[src/rtl/iiitb_lifo_param.sv]
// ============================================================================
// Module      : iiitb_lifo_param
// Description : Parametrised synchronous LIFO stack with replace-top, peek,
//               occupancy count and sticky overflow/underflow flags.
// Revision    : 1.0 - initial release
// ============================================================================
`default_nettype none

module iiitb_lifo_param #(
  parameter  int DATA_W = 4,
  parameter  int DEPTH  = 4,
  localparam int CNT_W  = $clog2(DEPTH + 1)
) (
  input  logic              Clk,
  input  logic              Rst,
  input  logic              EN,
  input  logic              push,
  input  logic              pop,
  input  logic              clr_err,
  input  logic [DATA_W-1:0] dataIn,
  output logic [DATA_W-1:0] dataOut,
  output logic              rd_valid,
  output logic [DATA_W-1:0] top,
  output logic [CNT_W-1:0]  count,
  output logic              EMPTY,
  output logic              FULL,
  output logic              OVF,
  output logic              UNF
);

  localparam int PTR_W = $clog2(DEPTH);
  localparam logic [CNT_W-1:0] c_DEPTH = CNT_W'(DEPTH);

  logic [DATA_W-1:0] r_mem [DEPTH];
  logic [CNT_W-1:0]  r_count;
  logic              r_empty;
  logic              r_full;
  logic [DATA_W-1:0] r_dout;
  logic              r_rd_valid;
  logic              r_ovf;
  logic              r_unf;

  logic [PTR_W-1:0]  w_top_idx;
  logic [PTR_W-1:0]  w_wr_idx;
  logic [DATA_W-1:0] w_top_data;
  logic              w_push_only;
  logic              w_pop_only;
  logic              w_both;
  logic              w_mem_we;
  logic [CNT_W-1:0]  w_count_nxt;
  logic [DATA_W-1:0] w_dout_nxt;
  logic              w_rd_valid_nxt;
  logic              w_ovf_err;
  logic              w_unf_err;

  // Index values are only meaningful when the guards below make them in range.
  assign w_top_idx   = PTR_W'(r_count - CNT_W'(1));
  assign w_top_data  = r_mem[w_top_idx];
  assign w_push_only = push & ~pop;
  assign w_pop_only  = pop & ~push;
  assign w_both      = push & pop;
  assign w_ovf_err   = w_push_only & r_full;
  assign w_unf_err   = w_pop_only & r_empty;

  always_comb begin
    w_count_nxt    = r_count;
    w_dout_nxt     = r_dout;
    w_rd_valid_nxt = 1'b0;
    w_mem_we       = 1'b0;
    w_wr_idx       = PTR_W'(r_count);
    if (w_push_only && !r_full) begin
      w_mem_we    = 1'b1;
      w_count_nxt = r_count + CNT_W'(1);
    end else if (w_pop_only && !r_empty) begin
      w_dout_nxt     = w_top_data;
      w_rd_valid_nxt = 1'b1;
      w_count_nxt    = r_count - CNT_W'(1);
    end else if (w_both) begin
      w_rd_valid_nxt = 1'b1;
      if (r_empty) begin
        w_dout_nxt = dataIn;
      end else begin
        w_dout_nxt = w_top_data;
        w_mem_we   = 1'b1;
        w_wr_idx   = w_top_idx;
      end
    end
  end

  always_ff @(posedge Clk) begin
    if (Rst) begin
      r_count    <= '0;
      r_empty    <= 1'b1;
      r_full     <= 1'b0;
      r_dout     <= '0;
      r_rd_valid <= 1'b0;
      r_ovf      <= 1'b0;
      r_unf      <= 1'b0;
    end else if (!EN) begin
      r_rd_valid <= 1'b0;
    end else begin
      r_count    <= w_count_nxt;
      r_empty    <= (w_count_nxt == '0);
      r_full     <= (w_count_nxt == c_DEPTH);
      r_dout     <= w_dout_nxt;
      r_rd_valid <= w_rd_valid_nxt;
      // A fresh error outranks a simultaneous clear.
      r_ovf      <= w_ovf_err | (r_ovf & ~clr_err);
      r_unf      <= w_unf_err | (r_unf & ~clr_err);
    end
  end

  // Storage is left unreset; the top output is masked while empty.
  always_ff @(posedge Clk) begin
    if (!Rst && EN && w_mem_we) begin
      r_mem[w_wr_idx] <= dataIn;
    end
  end

  assign dataOut  = r_dout;
  assign rd_valid = r_rd_valid;
  assign top      = r_empty ? '0 : w_top_data;
  assign count    = r_count;
  assign EMPTY    = r_empty;
  assign FULL     = r_full;
  assign OVF      = r_ovf;
  assign UNF      = r_unf;

endmodule

`default_nettype wire
[config.mk]
export PLATFORM = sky130hd
export DESIGN_NAME = iiitb_lifo_param
export DESIGN_NICKNAME = d
export VERILOG_FILES = /design/src/rtl/iiitb_lifo_param.sv
export SDC_FILE = /design/constraint.sdc
export NUM_CORES = 1
export LEC_CHECK = 0
export ABC_AREA = 1
export BUFFER_PORTS_ARGS = -buffer_cell sky130_fd_sc_hd__buf_4
export CAP_MARGIN = 40
export CORE_ASPECT_RATIO = 0.9
export CORE_MARGIN = 10
export CORE_UTILIZATION = 39
export DETAILED_ROUTE_END_ITERATION = 8
export GPL_TIMING_DRIVEN = 0
export SKIP_CTS_REPAIR_TIMING = 1
export SYNTH_ARGS = -nofsm -noshare
export SYNTH_HDL_FRONTEND = slang
export SYNTH_SLANG_ARGS = --single-unit
[constraint.sdc]
create_clock -name Clk -period 2.3 [get_ports Clk]
set_input_delay 0.23 -clock Clk [delete_from_list [all_inputs] [get_ports Clk]]
set_output_delay 0.23 -clock Clk [all_outputs]
set_load 0.1 [all_outputs]
# Word-level counts from Yosys, hierarchy flattened
# Memories as Yosys holds them, arrays and structs flattened.
# Index checks and enable logic that the tools add are counted.
# word_totals
input_bits	10
memories	1
ramBits	16
out_inout_bits	16
ff_bits	12
word_cells	54
# mem_list
memory	depth	width	read_ports	rd_clocked_by_memory_dff	write_ports	line_no	source
r_mem	4	4	1	0	1	34	logic [DATA_W-1:0] r_mem [DEPTH];
# classes
n_eq_ne	1
n_mux	18
addsub	2
reduce_logical	11
bitwise	14
# ops
operator	n
$mux W4	4
$mux W1	8
$mux W2	4
$and A1 B1 Y1	7
$mux W3	2
$not A1 Y1	5
$logic_and A1 B1 Y1	4
$add A3 B1 Y3 const B	1
$eq A3 B3 Y1 const B	1
$logic_not A1 Y1	3
$logic_not A3 Y1	1
$reduce_and A3 Y1	1
$reduce_or A3 Y1	1
$sub A3 B1 Y3 const B	1
$or A1 B1 Y1	2
$reduce_bool A2 Y1	1

# Longest topological paths before layout
# Gate-level depths: netlist (run 1).
# logic_depth
depth_word	8
depth_mapped	11
ltp_nobuf	11

# Worst setup path before layout (run 1)
# OpenSTA, ideal clock, no wires.
# synth_path
kind	register to output
startpoint	register r_count[0] (netlist: count[0])
endpoint	output top[0]
path_buffers	0
arrival_time_ns	2.854
setup_slack_ns	-0.784
path_stages_with_launch	8
required_ns	2.070
cell_sequence	dfxtp_1 -> clkinv_1 -> ha_1 -> inv_1 -> o21ai_0 -> o22ai_1 -> nand2_1 -> inv_1
# synth_between
elab_chain_len	3
# synth_rtl
item	line_no	source
start, declared	35	logic [CNT_W-1:0] r_count;
start signal, assigned	102	r_count <= w_count_nxt;
$sub A3 B1 Y3	n/a	
$mem_v2 Z4 W4	n/a	
$mux W4	122	assign top = r_empty ? '0 : w_top_data;
end, declared	23	output logic [DATA_W-1:0] top,
# Every way passes these cells.

# Worst setup path after layout (run 1)
# layout_path
startpoint	register r_count[0] (netlist: count[0])
endpoint	output top[2]
# Same word-level chain as after synthesis.

==> flow_metrics.tcl, run 1 <==
set metrics [dict create \
    floorplan.io_pins 26 \
    nNetsFinal 190 \
    post_synth_instance_area_um2 1340 \
    maxSlewHeadroom_pct 50.1 \
    grt_setup_unrepaired "false" \
    wirelength_um 3200 \
    yosysSeqAreaShare_pct 53.9 \
    postSynthRegisterBits 28 \
    synth_enable_flop_cells 16 \
    initial_utilization_pct 40.2 \
    hpwl_um 2430 \
    yosys_warnings 0 \
    worst-slew-pin-transition_ps 743 \
    area_of_the_core_um2 3330 \
    utilization_pct 51.7 \
    hold_depth 2 \
    root_buffer_master "clkbuf_8" \
    p_int_mw 0.874 \
    wire_per_inst_um 14.5 \
    worst_path_max_delay_cell "dfxtp_4" \
    endpoint_arrival_time_on_the_critical_path_ps 1940 \
    final.setup_skew_ps 1.96 \
    layout_min_cycle_time_ps 2170 \
    register_share_of_total_power_pct 42.8 \
    outcome "complete, no violations" \
    hold_path_class "in2reg" \
    antenna_cells_inserted 0 \
    crit_fanout 7 \
    syn-instance-count 145 \
    yosys-top-cells-area "edfxtp_1 (36%), dfxtp_1 (18%), nand2_1 (7.0%), a21oi_1 (5.6%), inv_1 (4.8%)" \
    dr_total_vias 1117 \
    chipHeight_um 75.5 \
    grt_pass1_vias 1145 \
    largest_net_degree_at_the_start_of_global_routing 17 \
    die-width_um 81.7 \
    layout-drive-gt1-share_pct 32.2 \
    numPlacedInstances 214 \
    setup_viol 0 \
    power_leakage_nw 0.717 \
    cp_depth 8 \
    gp_routability_congestion 0.815 \
    worst_setup_path_start_kind "flop" \
    yosysMostFrequentCell "nand2_1" \
    synth_largest_area_cell "edfxtp_1" \
    ff2ff_setup_slack_ps 270 \
    end_kind "primary output" \
    cts.htree.levels 1 \
    clkPwrFrac_pct 29.7 \
    synth_cell_types 30 \
    reg2regPathDepth 5 \
    grt_overflow 0 \
    synth_fp_nets 157 \
    postSynth.topFlopCell "edfxtp_1" \
    design_power_total_mw 1.31 \
    drv_cap 0 \
    power.share.combinational_pct 27.5 \
    tritoncts "done" \
    global_route_wire_length_before_repair_um 5210 \
    floorplan.rows 20 \
    global_route.usage.total_pct 10.8 \
    clock.fmax_ghz 0.460 \
    swShare_pct 33.1 \
    worst_path_largest_cell_delay_ps 390 \
    clk_transition_reported_paths_ps 90 \
    mean_area_per_synthesized_cell_um2 9.22 \
    power.density_nw_per_um2 759 \
    min_period_over_period_pct 94.5 \
    detail_route.iter0.violations 63 \
    port_buffers 25 \
    synth.cells.most_frequent "nand2_1 (25), inv_1 (17), edfxtp_1 (16)" \
    number_of_endpoints_with_negative_hold_slack_in_the_final_report 0 \
    dieArea_um2 6170 \
    initial_antenna_violation_count 0 \
    layout_setup_ws_ps 126 \
    final_max_slew_viol_count 0 \
    first_pass_iters 4 \
    pre_cts_ws_ps -154 \
    final_cell_count_no_fill 221 \
    buffers_from_clock_root_to_sink_at_most 2 \
    worst_path_required_ps 2070 \
    ant_nets 0 \
    worst_skew_pair.late_latency_ps 280 \
    critical_path.top_delay_family "buffers and inverters" \
    fin_hold_ws_ps 155 \
    critical_path_class "reg2out" \
    post-route-drc-count 0 \
    net-switching-power_mw 0.432 \
    async_reset_ff_share_pct 0 \
    clock_sink_count 28 \
    tritoncts.num_buffers 3 \
    critical_path.n_buffers_inverters 4 \
    crit_chain "clkinvlp_4 -> ha_4 -> inv_2 -> o21ai_0 -> o22ai_1 -> nand2_1 -> clkinvlp_4 -> buf_4" \
    post_drt_via_cell_ratio 5.05 \
    yosys_top_cell_area_share_pct 36.0 \
    syn_to_final_growth_pct 28.7 \
    path_common_cell "clkinvlp_4" \
    vdd.ir_drop.worst_uv 339 \
]
## cell families (layout without fill, tap and decap cells)
logic type / after synthesis / in the layout / share of synthesized area (%)
simple gates: 53 / 53 / 19.6
compound gates: 37 / 37 / 16.0
flops: 28 / 28 / 53.9
buf+inv: 23 / 55 / 7.30
fa+ha+maj: 2 / 2 / 1.87
xor+xnor: 2 / 2 / 1.31
## per-layer routing
| metal | track usage (%) | part of all wire (%) |
|---|---|---|
| met3 | 4.25 | 5.9 |
| met5 | 0 | 0 |
| met4 | 4.15 | 1.7 |
| met1 | 12.4 | 43 |
| met2 | 17.8 | 49 |
## sequential cells by signal, summed over array words and instances (netlist names)
register	cells
r_mem	16
dataOut	4
count	3
EMPTY	1
FULL	1
OVF	1
UNF	1
rd_valid	1
## power by group through the flow
stage	Combinational (mW)	Sequential [mW]	Clock (mW)
after detailed placement	0.343	0.569	0
after global placement	0.340	0.568	0
after global routing	0.386	0.561	0.415
after CTS	0.344	0.558	0.397
after floorplan	0.165	0.662	0
final	0.359	0.559	0.388
## through the flow
| stage | setup TNS, ps | area [um^2] |
|---|---|---|
| 6_report | 0 | 1720 |
| 5_1_grt | 0 | 1720 |
| 4_1_cts | -1900 | 1670 |
| 3_5_place_dp | -723 | 1600 |
| 3_3_place_gp | -960 | 1600 |
| 2_1_floorplan | 0 | 1360 |
## final timing paths
path,to,from
max,top[2],count[0]
min,FULL,Rst
max reg2reg,r_mem[3][2],count[0]
min reg2reg,OVF,OVF
## cells in the final DEF, fill, tap and decap left out, types with 2 or more instances in the layout
| cell type | n |
|---|---|
| nand2_1 | 25 |
| buf_4 | 25 |
| edfxtp_1 | 16 |
| a21oi_1 | 15 |
| nor2_1 | 13 |
| inv_1 | 12 |
| o21ai_0 | 11 |
| dfxtp_1 | 10 |
| clkinvlp_4 | 5 |
| nand3_1 | 5 |
| o22ai_1 | 4 |
| buf_6 | 4 |
| inv_2 | 3 |
| clkbuf_8 | 3 |
| nor3_1 | 2 |
| nor3_2 | 2 |
| nand3_2 | 2 |
| a21oi_2 | 2 |
## worst reg2reg max path, cell delays in order, from the launching register on
cell and delay, ps:
dfxtp_4 390, clkinvlp_4 140, ha_4 280, inv_2 130, o21ai_2 100, nor3_1 620
## cell type report
type | instances | area (um^2)
multi-input cells | 94 | 531
clock inverters | 1 | 30.0
well taps | 44 | 55.1
fillers | 304 | 1610
clock buffers | 3 | 41.3
repair buffers | 28 | 221
flip-flops and latches | 28 | 726
plain buffers | 2 | 16.3
inverters | 21 | 100
Note: power is estimated with default switching activity, not from simulation.
==> run 2: changes to the inputs <==
--- a/config.mk
+++ b/config.mk
@@ -5,14 +5,12 @@
 export SDC_FILE = /design/constraint.sdc
 export NUM_CORES = 1
 export LEC_CHECK = 0
-export ABC_AREA = 1
 export BUFFER_PORTS_ARGS = -buffer_cell sky130_fd_sc_hd__buf_4
 export CAP_MARGIN = 40
 export CORE_ASPECT_RATIO = 0.9
 export CORE_MARGIN = 10
 export CORE_UTILIZATION = 39
 export DETAILED_ROUTE_END_ITERATION = 8
-export GPL_TIMING_DRIVEN = 0
 export SKIP_CTS_REPAIR_TIMING = 1
 export SYNTH_ARGS = -nofsm -noshare
 export SYNTH_HDL_FRONTEND = slang
==> flow_metrics.tcl, run 2 <==
set metrics [dict create \
    outcome "complete, no violations" \
    dr_total_vias 933 \
    worst_skew_pair.late_latency_ps 280 \
    yosys_top_cell_area_share_pct 36.1 \
    clk_transition_reported_paths_ps 100 \
    critical_path.n_buffers_inverters 2 \
    global_route.usage.total_pct 10.2 \
    maxSlewHeadroom_pct 65.6 \
    worst_path_max_delay_cell "dfxtp_4" \
    ant_nets 0 \
    synth_simple_gate_area_share_pct 15.3 \
    synth_largest_area_cell "edfxtp_1" \
    yosys_warnings 0 \
    synth_fa_ha_area_share_pct 1.88 \
    clock.fmax_ghz 0.462 \
    synth_fp_nets 123 \
    initial_antenna_violation_count 0 \
    async_reset_ff_share_pct 0 \
    layout_min_cycle_time_ps 2160 \
    global_route_wire_length_before_repair_um 4820 \
    endpoint_arrival_time_on_the_critical_path_ps 1930 \
    worst_path_required_ps 2070 \
    vdd.ir_drop.worst_uv 384 \
    grt_use_met3_pct 4.13 \
    yosys-top-cells-area "edfxtp_1 (36%), dfxtp_1 (18%), mux4_2 (6.8%), nand2_1 (4.2%), o221a_2 (3.4%)" \
    yosysSeqAreaShare_pct 54.2 \
    largest_net_degree_at_the_start_of_global_routing 17 \
    drv_cap 0 \
    setup_tns_final_ps 0 \
    most_common_cell_after_layout_fill_and_taps_aside "buf_4" \
    max_flop_register "r_mem" \
    postSynthRegisterBits 28 \
    post_synth_instance_area_um2 1330 \
    number_of_endpoints_with_negative_hold_slack_in_the_final_report 0 \
    die-width_um 81.6 \
    gr-usage-met2_pct 16.7 \
    tritoncts.num_buffers 3 \
    clock_sink_count 28 \
    groute.layer.met1.usage_pct 11.8 \
    synth_enable_flop_cells 16 \
    port_buffers 25 \
    post_drt_via_cell_ratio 5.21 \
    crit_chain "inv_1 -> ha_2 -> mux4_2 -> nor2b_4 -> buf_4" \
    antenna_cells_inserted 0 \
    setup_viol 0 \
    worst_setup_path_start_kind "flop" \
    hpwl_um 2190 \
    nNetsFinal 148 \
    min_period_over_period_pct 94.1 \
    final_max_slew_viol_count 0 \
    layout-drive-gt1-share_pct 39.3 \
    post-route-drc-count 0 \
    multiplexer_share_of_the_synthesized_area_pct 8.37 \
    grt_overflow 0 \
    final.setup_skew_ps 3.39 \
    detail_route.iter0.violations 57 \
    wirelength_um 2960 \
    synth_cell_types 35 \
    critical_path_class "reg2out" \
    power.density_nw_per_um2 752 \
    postSynth.topFlopCell "edfxtp_1" \
    numPlacedInstances 175 \
    synth-compound-area-share_pct 13.5 \
    worst-slew-pin-transition_ps 510 \
    layout_common_cells "buf_4 (27), edfxtp_1 (16), nand2_1 (15), dfxtp_1 (10), nor2_1 (9)" \
    power_leakage_nw 0.657 \
    syn-instance-count 111 \
    yosysMostFrequentCell "edfxtp_1" \
    end_kind "primary output" \
    buffers_from_clock_root_to_sink_at_most 2 \
    critical_path.top_delay_family "flip-flops" \
    largest_register_ffs 16 \
    grt_most_used_layer "met2" \
    synth.cells.most_frequent "edfxtp_1 (16), nand2_1 (15), dfxtp_1 (12)" \
    root_buffer_master "clkbuf_8" \
    syn_to_final_growth_pct 24.7 \
    gp_routability_congestion 0.790 \
    grt_setup_unrepaired "false" \
    mean_area_per_synthesized_cell_um2 12.0 \
    dieArea_um2 6150 \
    grt_pass1_vias 983 \
    chipHeight_um 75.4 \
    floorplan.rows 20 \
    cts.htree.levels 1 \
    wire_per_inst_um 16.5 \
    dominant_combinational_cell_family_by_area_after_synthesis "simple AND/OR/NAND/NOR gates" \
    area_of_the_core_um2 3330 \
    final_cell_count_no_fill 179 \
    synth_xor_xnor_area_share_pct 2.63 \
    crit_fanout 10 \
    tritoncts "done" \
    worst_path_largest_cell_delay_ps 440 \
    first_pass_iters 4 \
    hold_path_class "in2reg" \
    initial_utilization_pct 40.0 \
    floorplan.io_pins 26 \
]
run 2: cell count changes after synthesis, moves of 6 or more:
| cell | before | now |
|---|---|---|
| a21oi_1 | 15 | 2 |
| inv_1 | 17 | 4 |
| nand2_1 | 25 | 15 |
| nor2b_1 | 0 | 6 |
| o21ai_0 | 11 | 5 |
run 2: path summary, 6_finish.rpt:
kind / from / endpoint / slack [ps] / cells after the start
setup / recovery: count[0] / top[3] / 140 / 5
hold / removal: dataIn[0] / r_mem[1][0] / 160 / 1
setup reg to reg: count[0] / r_mem[3][3] / 380 / 5
hold reg to reg: OVF / OVF / 500 / 2
run 2: where the power goes:
group / leakage, nW / internal [mW] / switching (mW) / total, mW
Sequential: 0.244 / 0.544 / 0.0152 / 0.559
Clock: 0.0357 / 0.233 / 0.157 / 0.390
Combinational: 0.377 / 0.0913 / 0.207 / 0.299
run 2: stage by stage:
stage | setup WS [ps] | util, % | power [mW] | instance area [um^2] | hold slack [ps]
finish | 135 | 49.8 | 1.25 | 1660 | 158
detailed placement | 374 | 47.6 | 0.870 | 1590 | 450
CTS | 51.0 | 49.8 | 1.26 | 1660 | 150
floorplan | 1.95 | - | 0.805 | 1380 | 329
global route | 45.2 | 49.8 | 1.30 | 1660 | 146
global placement | 418 | 47.6 | 0.866 | 1590 | 451
run 2: area by class of cell:
cell class,count,area (um^2)
fill,305,1670
clock buffer,3,41.3
clock inverter,1,30.0
multi-input combinational,72,587
sequential,28,728
inverter,4,15.0
tap,44,55.1
timing repair buffer,27,203
run 2: routing by layer:
metal	part of all wire [%]	routed length, um
met5	0	0
met4	1.4	42
met3	6.3	185
met2	51	1500
met1	42	1230
run 2: cells by family after synthesis:
logic type	Yosys count
flops	28
mux	6
fa+ha+maj	2
buf+inv	11
simple gates	40
compound gates	20
xor+xnor	4
